==> src/rtl/hazard_pkg.sv <==
`default_nettype none
// ============================================================================
//  Package     : hazard_pkg
//  Description : Shared constants for the ID-stage hazard control unit:
//                FSM state encodings, the hard-wired zero register index and
//                the default event-counter width.
//  Revision    : 1.0 - initial release
// ============================================================================
package hazard_pkg;

  // FSM state encodings; code 2'd3 is unused and decodes as RUN.
  localparam logic [1:0] HZ_RUN    = 2'd0;
  localparam logic [1:0] HZ_FLUSH  = 2'd1;
  localparam logic [1:0] HZ_FREEZE = 2'd2;

  // Register $zero never carries a real dependency.
  localparam logic [4:0] REG_ZERO  = 5'd0;

  // Default width of each saturating event counter.
  localparam int HZ_CNT_W = 16;

  // Width of the remaining-flush-cycles counter (covers penalties 1..7).
  localparam int HZ_FLW = 3;

endpackage : hazard_pkg
`default_nettype wire

==> src/rtl/hazard_sat_counter.sv <==
`default_nettype none
// ============================================================================
//  Module      : hazard_sat_counter
//  Description : Up-counter that increments on i_inc and sticks at all-ones
//                instead of wrapping. Cleared by the asynchronous low reset.
//  Revision    : 1.0 - initial release
// ============================================================================
module hazard_sat_counter #(
  parameter int W = 16
) (
  input  logic         clk,
  input  logic         reset,
  input  logic         i_inc,
  output logic [W-1:0] o_count
);

  localparam logic [W-1:0] c_ONE = W'(1);
  localparam logic [W-1:0] c_MAX = '1;

  logic [W-1:0] r_count;

  // Count events, holding at the maximum value once reached.
  always_ff @(posedge clk or negedge reset) begin
    if (!reset) begin
      r_count <= '0;
    end else if (i_inc && (r_count != c_MAX)) begin
      r_count <= r_count + c_ONE;
    end
  end

  assign o_count = r_count;

endmodule : hazard_sat_counter
`default_nettype wire

==> src/rtl/hazard_ctrl_unit.sv <==
`default_nettype none
// ============================================================================
//  Module      : hazard_ctrl_unit
//  Description : ID-stage hazard controller. Detects load-use hazards against
//                the load in ID/EX, sequences multi-cycle taken-branch
//                flushes, freezes the pipe while data memory is busy and keeps
//                saturating counters of stall, flush and freeze events.
//                Control outputs are Mealy; priority is
//                freeze > branch flush > load-use.
//  Revision    : 1.0 - initial release
// ============================================================================
module hazard_ctrl_unit
  import hazard_pkg::*;
#(
  parameter int BR_PENALTY = 2,
  parameter int CNT_W      = HZ_CNT_W
) (
  input  logic             clk,
  input  logic             reset,
  input  logic [4:0]       i_if_id_rs,
  input  logic [4:0]       i_if_id_rt,
  input  logic             i_id_uses_rt,
  input  logic             i_id_ex_memRead,
  input  logic [4:0]       i_id_ex_rt,
  input  logic             i_branch_taken,
  input  logic             i_dmem_busy,
  output logic             o_pc_write,
  output logic             o_if_id_write,
  output logic             o_if_id_flush,
  output logic             o_id_ex_stall,
  output logic             o_id_ex_flush,
  output logic             o_ex_mem_flush,
  output logic             o_pipe_freeze,
  output logic [1:0]       o_hazard_state,
  output logic [CNT_W-1:0] o_stall_count,
  output logic [CNT_W-1:0] o_flush_count,
  output logic [CNT_W-1:0] o_freeze_count
);

  // Flush cycles still owed after the cycle in which the branch is taken.
  localparam logic [HZ_FLW-1:0] c_FL_RELOAD = HZ_FLW'(BR_PENALTY - 1);
  localparam logic [HZ_FLW-1:0] c_FL_ONE    = HZ_FLW'(1);
  localparam logic [HZ_FLW-1:0] c_FL_ZERO   = '0;
  // A one-cycle penalty is fully covered by the branch cycle itself.
  localparam logic              c_MULTI     = (BR_PENALTY > 1);

  logic [1:0]        r_state;
  logic [HZ_FLW-1:0] r_flush_left;
  logic              r_br_pending;

  logic [1:0]        w_state_nxt;
  logic [HZ_FLW-1:0] w_flush_left_nxt;
  logic              w_br_pending_nxt;

  logic w_lu;
  logic w_br;
  logic w_flush_mode;
  logic w_pc_write;
  logic w_if_id_write;
  logic w_flush;
  logic w_stall;
  logic w_freeze;
  logic w_stall_inc;
  logic w_flush_inc;

  // Load-use hit: the EX-stage load writes a register the ID instruction reads.
  always_comb begin
    w_lu = i_id_ex_memRead && (i_id_ex_rt != REG_ZERO) &&
           ((i_id_ex_rt == i_if_id_rs) ||
            (i_id_uses_rt && (i_id_ex_rt == i_if_id_rt)));
  end

  // Control decode and next-state logic, evaluated in priority order.
  always_comb begin
    w_pc_write       = 1'b0;
    w_if_id_write    = 1'b0;
    w_flush          = 1'b0;
    w_stall          = 1'b0;
    w_freeze         = 1'b0;
    w_stall_inc      = 1'b0;
    w_flush_inc      = 1'b0;
    w_state_nxt      = r_state;
    w_flush_left_nxt = r_flush_left;
    w_br_pending_nxt = r_br_pending;

    // A branch remembered across a freeze is serviced like a fresh one.
    w_br = i_branch_taken || r_br_pending;

    // Leaving FREEZE resumes an interrupted flush sequence in the same cycle.
    case (r_state)
      HZ_FLUSH:  w_flush_mode = 1'b1;
      HZ_FREEZE: w_flush_mode = (r_flush_left != c_FL_ZERO);
      default:   w_flush_mode = 1'b0;
    endcase

    if (i_dmem_busy) begin
      // Memory wait state: hold everything, remember any branch for later.
      w_freeze         = 1'b1;
      w_br_pending_nxt = r_br_pending | i_branch_taken;
      w_state_nxt      = HZ_FREEZE;
    end else if (w_flush_mode) begin
      w_flush       = 1'b1;
      w_pc_write    = 1'b1;
      w_if_id_write = 1'b1;
      if (w_br) begin
        // A new taken branch restarts the penalty window.
        w_flush_inc      = 1'b1;
        w_br_pending_nxt = 1'b0;
        w_flush_left_nxt = c_FL_RELOAD;
        w_state_nxt      = c_MULTI ? HZ_FLUSH : HZ_RUN;
      end else begin
        w_flush_left_nxt = r_flush_left - c_FL_ONE;
        w_state_nxt      = (r_flush_left == c_FL_ONE) ? HZ_RUN : HZ_FLUSH;
      end
    end else if (w_br) begin
      w_flush          = 1'b1;
      w_pc_write       = 1'b1;
      w_if_id_write    = 1'b1;
      w_flush_inc      = 1'b1;
      w_br_pending_nxt = 1'b0;
      if (c_MULTI) begin
        w_flush_left_nxt = c_FL_RELOAD;
        w_state_nxt      = HZ_FLUSH;
      end else begin
        w_state_nxt      = HZ_RUN;
      end
    end else if (w_lu) begin
      // Single bubble: the bubble itself clears memRead in ID/EX next cycle.
      w_stall     = 1'b1;
      w_stall_inc = 1'b1;
      w_state_nxt = HZ_RUN;
    end else begin
      w_pc_write    = 1'b1;
      w_if_id_write = 1'b1;
      w_state_nxt   = HZ_RUN;
    end
  end

  // FSM state, remaining flush cycles and pending-branch flag.
  always_ff @(posedge clk or negedge reset) begin
    if (!reset) begin
      r_state      <= HZ_RUN;
      r_flush_left <= '0;
      r_br_pending <= 1'b0;
    end else begin
      r_state      <= w_state_nxt;
      r_flush_left <= w_flush_left_nxt;
      r_br_pending <= w_br_pending_nxt;
    end
  end

  // Force every control output low while reset is held.
  always_comb begin
    o_pc_write     = reset & w_pc_write;
    o_if_id_write  = reset & w_if_id_write;
    o_if_id_flush  = reset & w_flush;
    o_id_ex_stall  = reset & w_stall;
    o_id_ex_flush  = reset & w_flush;
    o_ex_mem_flush = reset & w_flush;
    o_pipe_freeze  = reset & w_freeze;
    o_hazard_state = r_state;
  end

  hazard_sat_counter #(.W(CNT_W)) u_stall_cnt (
    .clk     (clk),
    .reset   (reset),
    .i_inc   (w_stall_inc),
    .o_count (o_stall_count)
  );

  hazard_sat_counter #(.W(CNT_W)) u_flush_cnt (
    .clk     (clk),
    .reset   (reset),
    .i_inc   (w_flush_inc),
    .o_count (o_flush_count)
  );

  hazard_sat_counter #(.W(CNT_W)) u_freeze_cnt (
    .clk     (clk),
    .reset   (reset),
    .i_inc   (w_freeze),
    .o_count (o_freeze_count)
  );

endmodule : hazard_ctrl_unit
`default_nettype wire
==> config.mk <==
export PLATFORM = sky130hd
export DESIGN_NAME = hazard_ctrl_unit
export DESIGN_NICKNAME = d
export VERILOG_FILES = /design/src/rtl/hazard_pkg.sv /design/src/rtl/hazard_sat_counter.sv /design/src/rtl/hazard_ctrl_unit.sv
export SDC_FILE = /design/constraint.sdc
export NUM_CORES = 1
export LEC_CHECK = 0
export BUFFER_PORTS_ARGS = -buffer_cell sky130_fd_sc_hd__buf_2
export CORE_UTILIZATION = 45
export CTS_CLUSTER_DIAMETER = 60
export CTS_CLUSTER_SIZE = 24
export DETAILED_ROUTE_END_ITERATION = 12
export HOLD_SLACK_MARGIN = 0.12
export PLACE_DENSITY = 0.82
export SLEW_MARGIN = 40
export SYNTH_ARGS = -nofsm -noshare
export SYNTH_HDL_FRONTEND = slang
export SYNTH_SLANG_ARGS = --single-unit
==> constraint.sdc <==
create_clock -name clk -period 2.4 [get_ports clk]
set_clock_uncertainty 0.1 [all_clocks]
set_input_delay 0.48 -clock clk [delete_from_list [all_inputs] [get_ports clk]]
set_output_delay 0.48 -clock clk [all_outputs]
set_load 0.05 [all_outputs]
# Word level (Yosys, flattened, before mapping)
# Cells that the tools add are included.
[classes]
n_reduce_logical = 13
n_eq_ne = 8
muxes = 24
shift = 0
div = 0
add_sub_neg = 4
mul = 0
order_cmp = 0
n_bitwise = 6
[ops]
columns = ["cell", "count"]
rows = [
  ["$add 16x1->16 const B", 3],
  ["$ne 16x16->1 const B", 3],
  ["$mux 1", 18],
  ["$eq 5x5->1", 2],
  ["$mux 3", 3],
  ["$logic_and 1x1->1", 6],
  ["$reduce_bool 5->1", 1],
  ["$and 1x1->1", 4],
  ["$mux 2", 2],
  ["$reduce_bool 2->1", 2],
  ["$eq 3x1->1 const B", 1],
  ["$reduce_bool 3->1", 1],
  ["$sub 3x1->3 const B", 1],
  ["$eq 2x1->1 const B", 1],
  ["$eq 2x2->1 const B", 1],
  ["$logic_or 1x1->1", 2],
  ["$pmux 1 s2", 1],
  ["$reduce_and 2->1", 1],
  ["$not 1->1", 1],
  ["$or 1x1->1", 1],
]
[totals]
memories = 0
mem_bits_ro = 0
ram_bits = 0
regBits = 54
latchBits = 0
out_inout_bits = 57

# Depth between registers and ports, before layout
# Gate-level depths: netlist of run 1.
[depth]
ltp_word = 9
depth_mapped = 10
ltp_nobuf = 9

# Hierarchy
# A second synthesis of run 1 with hierarchy kept.
[hier_totals]
hier_cells = 279
hier_area_um2 = 3151.8
[by_module_without_submodules]
columns = ["module", "instances", "area_per_inst_um2", "cells_each", "seq_area_each_um2"]
rows = [
  ["hazard_sat_counter", 3, 859.6, 72, 400.4],
  ["hazard_ctrl_unit", 1, 573.0, 63, 150.1],
]

# Least setup slack after synthesis of run 1
# No wires, ideal clock.
[synth_path]
path_kind = "register -> output"
from = "register r_state[0], in the netlist o_hazard_state[0]"
to = "output o_pc_write"
t_arrival_ps = 2542
n_path_buf = 1
required_ps = 1820
path_slack_ps = -722
stages_incl_launch_ff = 7
path_cell_list = "dfrtp_1 -> inv_1 -> ha_1 -> a21oi_1 -> nor4_2 -> a21oi_1 -> buf_4"
[synth_between]
elab_chain_cells = 5
[synth_rtl]
columns = ["element", "line", "source"]
rows = [
  ["start, declared", "hazard_ctrl_unit.sv:47", "logic [1:0] r_state;"],
  ["start signal, assigned", "hazard_ctrl_unit.sv:146", "r_state <= w_state_nxt;"],
  ["$eq 2x2->1 / $eq 2x1->1 (equally long branches)", "hazard_ctrl_unit.sv:90", "case (r_state)"],
  ["$pmux 1 s2 *", "hazard_ctrl_unit.sv:90", ""],
  ["$mux 1 * (2 in series)", "-", ""],
  ["$and 1x1->1 *", "-", ""],
  ["end, declared", "hazard_ctrl_unit.sv:27", "output logic o_pc_write,"],
]
# Mark *: on every way between the ends. The rest lies on a longest branch, timed or not.

# Worst setup path after layout of run 1
[layout_path]
from = "register r_flush_left[0]"
to = "register r_flush_left[0]"
[layout_between]
elab_chain_cells = 4
[layout_rtl]
columns = ["element", "line", "source"]
rows = [
  ["start, declared", "hazard_ctrl_unit.sv:48", "logic [HZ_FLW-1:0] r_flush_left;"],
  ["start signal, assigned", "hazard_ctrl_unit.sv:147", "r_flush_left <= w_flush_left_nxt;"],
  ["parallel branches: the longest is 4 deep, another holds $sub 3x1->3", "-", ""],
]
# Parallel ways; which one is timed is not known.
# A chain may end at the register's enable or synchronous reset.

==> summary.md, run 1 <==
| Metric | Value |
|---|---|
| First drt pass iteration count | 4 |
| Sequential area share after synthesis | 0.496 |
| Synth Area in Compound Gates | 0.0427 |
| # H-tree levels | 2 |
| Worst setup SP type | register |
| FMAX | 395 MHz |
| Slew @ Worst Pin | 0.626 ns |
| Failing checks | negative setup slack |
| Antenna Diode Count | 0 |
| Post-Route WL | 6220 µm |
| Syn_nets | 286 |
| Crit path capture type | register |
| Post-synth top flop | dfrtp_1 |
| CTS tree | built |
| R2r startpoint | r_flush_left[0] |
| Die H | 79.8 µm |
| # nets final | 394 |
| Internal power | 1.65 mW |
| Dpl cells | 410 |
| Worst EP required | 2.51 ns |
| Simple-gate share of the synthesized area | 0.214 |
| GRT overflow | 0 |
| Critical Path AT | 2.64 ns |
| Routed via count | 2269 |
| Die ar. | 0.00637 mm² |
| Synthesis Warnings | 0 |
| # Max-Cap Violations | 0 |
| DRC | 0 |
| Max-slew headroom | 0.583 |
| # rows | 27 |
| Clk sink count | 54 |
| Share of power burned in registers | 0.426 |
| Clock transition at the registers of the reported paths | 0.10 ns |
| Layout cells sized above 1 | 0.381 |
| Post-Synth XOR/XNOR Area | 0.170 |
| Num CTS Buffers | 5 |
| Largest net degree at the start of global routing | 51 |
| Final worst-path setup slack | -0.132 ns |
| Final cell count without fillers | 437 |
| #FFs+latches synth | 54 |
| Gate power share | 0.397 |
| Mapped Area | 0.00273 mm² |
| Final HPWL DP | 4290 µm |
| Post-synth EDFFs | 0 |
| Mux cell area share after synthesis | 0.0124 |
| Port bufs | 77 |
| Final Wtd Congestion | 0.771 |
| Vias in the first global route | 2165 |
| Vias per inst | 5.19 |
| Clk_lat worst skew | 0.30 ns |
| Switch Pwr | 1.15 mW |
| Mapped Avg Cell Area | 10.6 µm² |
| Initial Util | 0.480 |
| Fraction of registers with async set or reset after synthesis | 1.00 |
| Leakage | 1.79 nW |
| Power share of the clock group | 0.177 |
| GR Util All Layers | 0.205 |
| Cell count after synthesis | 257 |
| Final Hold Viols | 0 |
| IO Count | 78 |
| Power per cell area | 778 mW/mm² |
| Final setup violation count | 7 |
| Die width | 79.8 µm |
| Critical path peak fanout | 2 |
| Post-Synth Adder-Cell Area | 0.0367 |
| Cell variety after synth | 34 |
| Routed wire length per instance | 14.2 µm |
| Filler cell count | 469 |
| Antenna violations before repair | 0 |
| Status | complete, but fails checks |
| Min Tclk post-route | 2.53 ns |
| Post-DRT Antenna Nets | 0 |
| Maximum vdd drop | 767 µV |
| P&R area growth vs syn | 32.5% |
| First-pass GRT wire length | 10100 µm |
| Slew Limit Fails | 0 |
| Core ar. | 0.00568 mm² |
| Clock buffer depth | 2 |
| Largest family of logic cells by synthesized area | simple AND/OR/NAND/NOR gates |
| Worst slack, placed | -0.0208 ns |
| Critical Path Source | r_flush_left[0] |
| Sw Ratio | 0.411 |
| Root Buffer | clkbuf_8 |
| Ratio of final minimum period to clock period | 1.06 |
| Min-delay worst type | in -> async |
| RSZ-0062 raised after global routing | yes |
| Detailed Route Iter0 Violations | 100 |
| Kind of critical path | reg -> reg |
-- worst paths after layout --
path	endpoint	slack (ns)	cells after the start
min in group clk	o_hazard_state[1]	0.27	1
hold reg to reg	u_flush_cnt.o_count[9]	0.39	1
max in group asynchronous	u_flush_cnt.o_count[14]	1.50	2
hold / removal	u_stall_cnt.o_count[13]	0.24	2
setup reg to reg	r_flush_left[0]	-0.13	18
setup / recovery	r_flush_left[0]	-0.13	18
-- power by group through the flow --
stage	clock network, mW	logic (mW)	registers [mW]
2_1_floorplan	0	0.280	1.59
3_3_place_gp	0	0.894	1.20
3_5_place_dp	0	0.912	1.21
4_1_cts	0.515	1.10	1.19
5_1_grt	0.557	1.19	1.22
6_report	0.497	1.12	1.20
-- cell families after synthesis --
family	after synthesis
AND/OR/NAND/NOR	110
AO/OA/AOI/OAI	14
buffers and inverters	15
adder cells (fa/ha/maj)	8
flip-flops	54
XOR/XNOR	53
multiplexers	3
-- what timing repair did --
action                                  4_1_cts  5_1_grt
buffers inserted                             18        1
endpoints found under the setup margin        6        7
gates cloned                                  0        0
hold buffers                                  1        0
hold endpoints to repair                      4        0
gates resized for setup                      23        3
pin swaps                                     7        1
-- cell usage in the layout, fill, tap and decap left out, types with 2 or more instances in the layout --
master / count
o22ai_1: 3
dfrtp_2: 2
inv_2: 2
nand2_2: 2
a21oi_4: 2
nor3_1: 7
xor2_1: 20
nor2_1: 15
clkbuf_8: 5
or4_1: 2
ha_1: 6
xnor2_1: 33
nor3_2: 4
nand2_1: 25
nor4_1: 2
a21oi_1: 3
or3_1: 4
dfrtp_1: 52
clkinvlp_4: 2
nand3_1: 17
and3_1: 7
and4_1: 2
ha_4: 2
mux2_2: 2
nand4_1: 13
buf_6: 7
nor2_4: 2
buf_4: 26
buf_2: 71
inv_1: 8
-- synth_stat cells, types with 4 or more instances --
master / count / area, µm²
xnor2_1: 33 / 289
nand3_1: 17 / 85.1
or3_1: 4 / 25.0
nand2_1: 27 / 101
inv_1: 10 / 37.5
a21oi_1: 5 / 25.0
xor2_1: 20 / 175
ha_1: 8 / 100
and3_1: 7 / 43.8
dfrtp_1: 54 / 1350
nor3_1: 8 / 40.0
nor2_1: 17 / 63.8
nand4_1: 13 / 81.3
-- worst max-delay path: stages, from the launching register on --
cell and delay [ns]:
dfrtp_1 0.38, inv_2 0.07, buf_6 0.11, buf_4 0.11
buf_4 0.12, buf_4 0.11, buf_4 0.12, buf_4 0.12
buf_4 0.12, buf_4 0.12, buf_4 0.12, buf_4 0.12
buf_4 0.13, buf_4 0.12, buf_4 0.12, buf_4 0.12
buf_4 0.12, nand2_2 0.06, nand2_2 0.05
-- cell type report --
cell class	instances	area, µm²	area share
repair buffers	106	654	0.181
clock inverters	2	15.0	0.00416
clock buffers	5	68.8	0.0191
flip-flops and latches	54	1350	0.375
multi-input cells	188	1390	0.385
well taps	72	90.1	0.0249
inverters	10	37.5	0.0104
-- flip-flops by register name, summed over array words and instances (netlist names) --
register,cells
o_hazard_state,2
r_br_pending,1
r_flush_left,3
u_flush_cnt.o_count,16
u_freeze_cnt.o_count,16
u_stall_cnt.o_count,16
-- routing by layer --
layer  share of wire  GRT usage
met5               0          0
met2            0.49      0.339
met4           0.012     0.0571
met3           0.048     0.0411
met1            0.45      0.272
-- per-stage QoR --
| step | setup TNS, ns | hold slack (ns) | util | area, µm² | power, mW |
|---|---|---|---|---|---|
| 3_5_place_dp | -0.0208 | 0.225 | 0.577 | 3280 | 2.12 |
| 3_3_place_gp | 0 | 0.218 | 0.577 | 3280 | 2.10 |
| 2_1_floorplan | -0.00349 | 0.0844 | - | 2770 | 1.87 |
| 5_1_grt | -1.16 | 0.259 | 0.636 | 3610 | 2.97 |
| 6_report | -0.601 | 0.244 | 0.636 | 3610 | 2.81 |
| 4_1_cts | -0.325 | 0.258 | 0.633 | 3590 | 2.80 |
No activity file was read; power rests on OpenSTA's default activity.
==> run 2: changes to the inputs <==
Clock period 2.4 ns to 2.6 ns, I/O delays scaled along.
==> run 2 against run 1 <==
Net effect: critical path type is now in -> out; flip-flop and latch count unchanged; combinational power fell by 22%; clock power hardly changed; routed wire length down 8.0%; the run now ends clean.
==> summary.md, run 2 (synthesis results as in run 1) <==
| Metric | Value |
|---|---|
| Min Tclk post-route | 2.55 ns |
| FF+latch area | 0.00135 mm² |
| P&R area growth vs syn | 26.8% |
| Clk_lat worst skew | 0.30 ns |
| Root Buffer | clkbuf_8 |
| Most frequent cells in the layout | buf_2 (71), dfrtp_1 (54), xnor2_1 (33) |
| CP max stage delay | 0.55 ns |
| Leakage | 1.70 nW |
| Port bufs | 77 |
| Slew Limit Fails | 0 |
| Post-DRT Antenna Nets | 0 |
| Vias in the first global route | 2038 |
| Detailed Route Iter0 Violations | 62 |
| Antenna Diode Count | 0 |
| Num CTS Buffers | 5 |
| Commonest non-fill, non-tap cell in the layout | buf_2 |
| Min-delay worst type | in -> async |
| Critical-path top delay cell | or4_1 |
| Power per cell area | 718 mW/mm² |
| CTS tree | built |
| # rows | 27 |
| Dpl cells | 408 |
| Family with the most delay on the worst path | simple AND/OR/NAND/NOR gates |
| Core ar. | 0.00568 mm² |
| GR Util All Layers | 0.188 |
| Post-Route WL | 5720 µm |
| Die ar. | 0.00637 mm² |
| Clock transition at the registers of the reported paths | 0.09 ns |
| Ratio of final minimum period to clock period | 0.981 |
| Status | finished, final reports clean |
| IO Count | 78 |
| Final cell count without fillers | 418 |
| Final Hold Viols | 0 |
| Final HPWL DP | 4190 µm |
| # Max-Cap Violations | 0 |
| Crit path capture type | output pin |
| FMAX | 392 MHz |
| Layout cells sized above 1 | 0.335 |
| Antenna violations before repair | 0 |
| Worst setup SP type | input pin |
| Filler cell count | 488 |
| Slew @ Worst Pin | 0.671 ns |
| Routed via count | 2152 |
| Worst-path cell chain | buf_2 > or4_1 > o21ai_2 > nor4_4 > buf_4 > a21oi_4 > buf_6 |
| Vias per inst | 5.15 |
| Die H | 79.8 µm |
| # nets final | 374 |
| Setup_tns | 0 ns |
| Max-slew headroom | 0.553 |
| Largest net degree at the start of global routing | 55 |
| Footprint of the multi-input gates | 0.00138 mm² |
| Worst EP required | 1.98 ns |
| CP bufs+invs | 3 |
| Maximum vdd drop | 881 µV |
| Final setup violation count | 0 |
| Routed wire length per instance | 13.7 µm |
| # H-tree levels | 2 |
| Clk sink count | 54 |
| Initial Util | 0.480 |
| First drt pass iteration count | 4 |
| Clock buffer depth | 2 |
| Final core occ | 0.609 |
| First-pass GRT wire length | 9330 µm |
| GRT overflow | 0 |
| Kind of critical path | in -> out |
| Critical path peak fanout | 3 |
| Final Wtd Congestion | 0.800 |
| Critical Path AT | 1.93 ns |
| DRC | 0 |
| Die width | 79.8 µm |
==> run 2: worst register-to-register path, cell delays in order (launching register included) <==
cell and delay, ns:
dfrtp_1 0.37, inv_1 0.12, ha_4 0.14, ha_2 0.15, nand2b_4 0.12, a21oi_4 0.06, nor4_4 0.23, buf_4 0.17
buf_4 0.11, o2111ai_4 0.25, nor4_1 0.37, xor2_1 0.24
==> run 2: power breakdown <==
group / internal (mW) / switching (mW) / leakage (nW) / total, mW
combinational: 0.266 / 0.604 / 0.934 / 0.870
clock: 0.244 / 0.256 / 0.0544 / 0.500
sequential: 0.954 / 0.154 / 0.712 / 1.11
total: 1.46 / 1.01 / 1.70 / 2.48
==> run 2: layer usage <==
layer / vias up / wire, µm / global-route usage
li1: 1056 / - / -
met1: 1038 / 2620 / 0.245
met2: 54 / 2810 / 0.319
met3: 4 / 243 / 0.0366
met4: 0 / 42 / 0.0446
met5: - / 0 / 0
==> run 2: final timing paths <==
kind	startpoint	endpoint	slack [ns]	cells after the start
setup / recovery	i_id_ex_rt[1]	o_if_id_write	0.05	7
hold / removal	reset	u_flush_cnt.o_count[10]	0.28	2
setup reg to reg	r_flush_left[1]	u_stall_cnt.o_count[14]	0.07	11
hold reg to reg	u_flush_cnt.o_count[14]	u_flush_cnt.o_count[14]	0.39	1
max in group asynchronous	reset	r_flush_left[0]	1.67	2
min in group clk	i_dmem_busy	o_hazard_state[1]	0.37	1
==> run 2: cell type report <==
type,count,share of cell area
Timing Repair Buffer,86,0.143
Sequential cell,54,0.391
Inverter,10,0.0109
Clock inverter,1,0.00254
Tap cell,72,0.0261
Clock buffer,7,0.0279
Multi-Input combinational cell,188,0.398
==> run 2: stage by stage <==
stage               hold slack [ns]  setup slack [ns]  power, mW  instance area [µm²]
global route                  0.348           -0.0536       2.62                 3450
CTS                           0.308           0.00526       2.47                 3390
floorplan                     0.124           -0.0695       1.72                 2750
global placement              0.370            0.0389       1.93                 3240
finish                        0.279            0.0499       2.48                 3450
detailed placement            0.380           -0.0152       1.95                 3240
==> run 2: repair_timing <==
action,in CTS,in global routing
gates cloned,0,0
endpoints found under the setup margin,9,6
hold endpoints to repair,0,0
resized for setup,12,12
setup buffers,1,1
hold buffers,0,0
pin swaps,3,4
==> run 3: changes to the inputs <==
--- a/config.mk
+++ b/config.mk
@@ -10,6 +10,6 @@
 export CTS_CLUSTER_DIAMETER = 60
-export CTS_CLUSTER_SIZE = 24
+export CTS_CLUSTER_SIZE = 10
 export DETAILED_ROUTE_END_ITERATION = 12
 export HOLD_SLACK_MARGIN = 0.12
-export PLACE_DENSITY = 0.82
+export PLACE_DENSITY_LB_ADDON = 0.25
 export SLEW_MARGIN = 40
==> constraint.sdc (replaced) <==
create_clock -name clk -period 2.6 [get_ports clk]
set_clock_uncertainty 0.1 [all_clocks]
set_input_delay 0.13 -clock clk [delete_from_list [all_inputs] [get_ports clk]]
set_output_delay 0.13 -clock clk [all_outputs]
set_load 0.05 [all_outputs]
==> run 3 against run 2 <==
Net effect: maximum frequency rose by 5.8%; clock power rose by 33%; register-to-register slack improved by 0.12 ns; routed wire length fell by 3.7%; critical endpoint is now u_stall_cnt.o_count[1].
==> summary.md, run 3 (synthesis results as in run 1) <==
| Metric | Value |
|---|---|
| Slew @ Worst Pin | 0.546 ns |
| Hold_ws | 0.158 ns |
| Worst-path cell chain | inv_1 > ha_1 > ha_1 > nand2b_1 > a21oi_2 > nor4_4 > o2111ai_4 > buf_4 > mux2_1 |
| DRC | 0 |
| Clock buffer depth | 2 |
| Final Hold Viols | 0 |
| Power share of the clock group | 0.257 |
| Gate power share | 0.315 |
| Antenna Diode Count | 0 |
| Footprint of the multi-input gates | 0.00133 mm² |
| Min-delay worst type | in -> async |
| Final setup violation count | 0 |
| FMAX | 415 MHz |
| Critical-path top delay cell | dfrtp_1 |
| Setup_tns | 0 ns |
| Die H | 79.8 µm |
| CP max stage delay | 0.41 ns |
| Clock transition at the registers of the reported paths | 0.10 ns |
| Clk sink count | 54 |
| GR Util All Layers | 0.181 |
| Sw Ratio | 0.393 |
| Commonest non-fill, non-tap cell in the layout | buf_2 |
| First drt pass iteration count | 4 |
| Dpl cells | 404 |
| CP bufs+invs | 2 |
| # H-tree levels | 2 |
| Detailed Route Iter0 Violations | 82 |
| Initial Util | 0.480 |
| Routed wire length per instance | 13.2 µm |
| Final cell count without fillers | 417 |
| Power per cell area | 762 mW/mm² |
| Share of power burned in registers | 0.428 |
| Filler cell count | 506 |
| Slew Limit Fails | 0 |
| CTS tree | built |
| Kind of critical path | reg -> reg |
| Most frequent cells in the layout | buf_2 (76), dfrtp_1 (54), xnor2_1 (33) |
| Largest net degree at the start of global routing | 43 |
| Post-DRT Antenna Nets | 0 |
| Antenna violations before repair | 0 |
| Clk_lat worst skew | 0.30 ns |
| Maximum vdd drop | 752 µV |
| Leakage | 1.69 nW |
| Switch Pwr | 1.02 mW |
| Routed via count | 2109 |
| Family with the most delay on the worst path | simple AND/OR/NAND/NOR gates |
| Final worst-path setup slack | 0.190 ns |
| P&R area growth vs syn | 24.7% |
| Power, Total | 2.59 mW |
| Crit path capture type | register |
| Design area | 0.00340 mm² |
| Root Buffer | clkbuf_8 |
| # nets final | 373 |
| Vias in the first global route | 1995 |
| Ratio of final minimum period to clock period | 0.927 |
| Worst slack, placed | 0.0741 ns |
| Max-slew headroom | 0.633 |
| Worst EP required | 2.70 ns |
| Vias per inst | 5.06 |
| FF+latch area | 0.00135 mm² |
| Core ar. | 0.00568 mm² |
| Critical Path Source | r_flush_left[0] |
| Final HPWL DP | 3990 µm |
| RSZ-0062 raised after global routing | no |
| Critical Path AT | 2.51 ns |
| Layout cells sized above 1 | 0.313 |
| Final core occ | 0.599 |
| Crit path top cell by count | ha_1 |
| # Max-Cap Violations | 0 |
| R2r startpoint | r_flush_left[0] |
| Num CTS Buffers | 5 |
| Min Tclk post-route | 2.41 ns |
| Final Wtd Congestion | 0.779 |
| Worst setup SP type | register |
| Post-Place Cell Area | 0.00319 mm² |
| # rows | 27 |
| Port bufs | 77 |
| Post-Route WL | 5510 µm |
| Status | finished, final reports clean |
| IO Count | 78 |
| Die width | 79.8 µm |
| GRT overflow | 0 |
| Internal power | 1.57 mW |
| Die ar. | 0.00637 mm² |
| Critical path peak fanout | 13 |
| First-pass GRT wire length | 9020 µm |
==> run 3: final timing paths <==
path / cells past startpoint / to / slack, ns
max in group asynchronous: 3 / u_freeze_cnt.o_count[15] / 1.42
worst min-delay path: 2 / u_flush_cnt.o_count[15] / 0.16
worst min register to register: 1 / u_flush_cnt.o_count[9] / 0.40
min in group clk: 4 / r_br_pending / 0.20
worst max-delay path: 9 / u_stall_cnt.o_count[1] / 0.19
worst max register to register: 9 / u_stall_cnt.o_count[1] / 0.19
==> run 3: layer usage <==
metal	global-route usage	share of wire	wire length, µm
met1	0.245	0.47	2590
met2	0.297	0.46	2530
met3	0.0366	0.066	362
met4	0.0429	0.0058	32
met5	0	0	0
==> run 3: worst register-to-register path, cell delays in order (launching register included) <==
cell and delay [ns]:
dfrtp_1 0.41, inv_1 0.08, ha_1 0.15, ha_1 0.13, nand2b_1 0.11, a21oi_2 0.09
nor4_4 0.39, o2111ai_4 0.31, buf_4 0.25, mux2_1 0.30
==> run 3: final cells by class <==
class | instances | area share
Sequential cell | 54 | 0.397
Multi-Input combinational cell | 188 | 0.391
Timing Repair Buffer | 85 | 0.133
Tap cell | 72 | 0.0265
Clock buffer | 5 | 0.0202
Clock inverter | 3 | 0.0202
Inverter | 10 | 0.0110
==> run 3: power by group through the flow <==
stage               Combinational, mW  Sequential [mW]  Clock, mW
floorplan                       0.250             1.46          0
global placement                0.804             1.12          0
detailed placement              0.816             1.12          0
CTS                             0.822             1.11      0.684
global route                    0.875             1.13      0.719
finish                          0.818             1.11      0.666
==> run 3: timing repair <==
action                                  CTS  global route
endpoints found under the setup margin    0             7
setup buffers                             0             3
resized for setup                         0             6
hold endpoints to repair                 14             0
hold buffers                              2             0
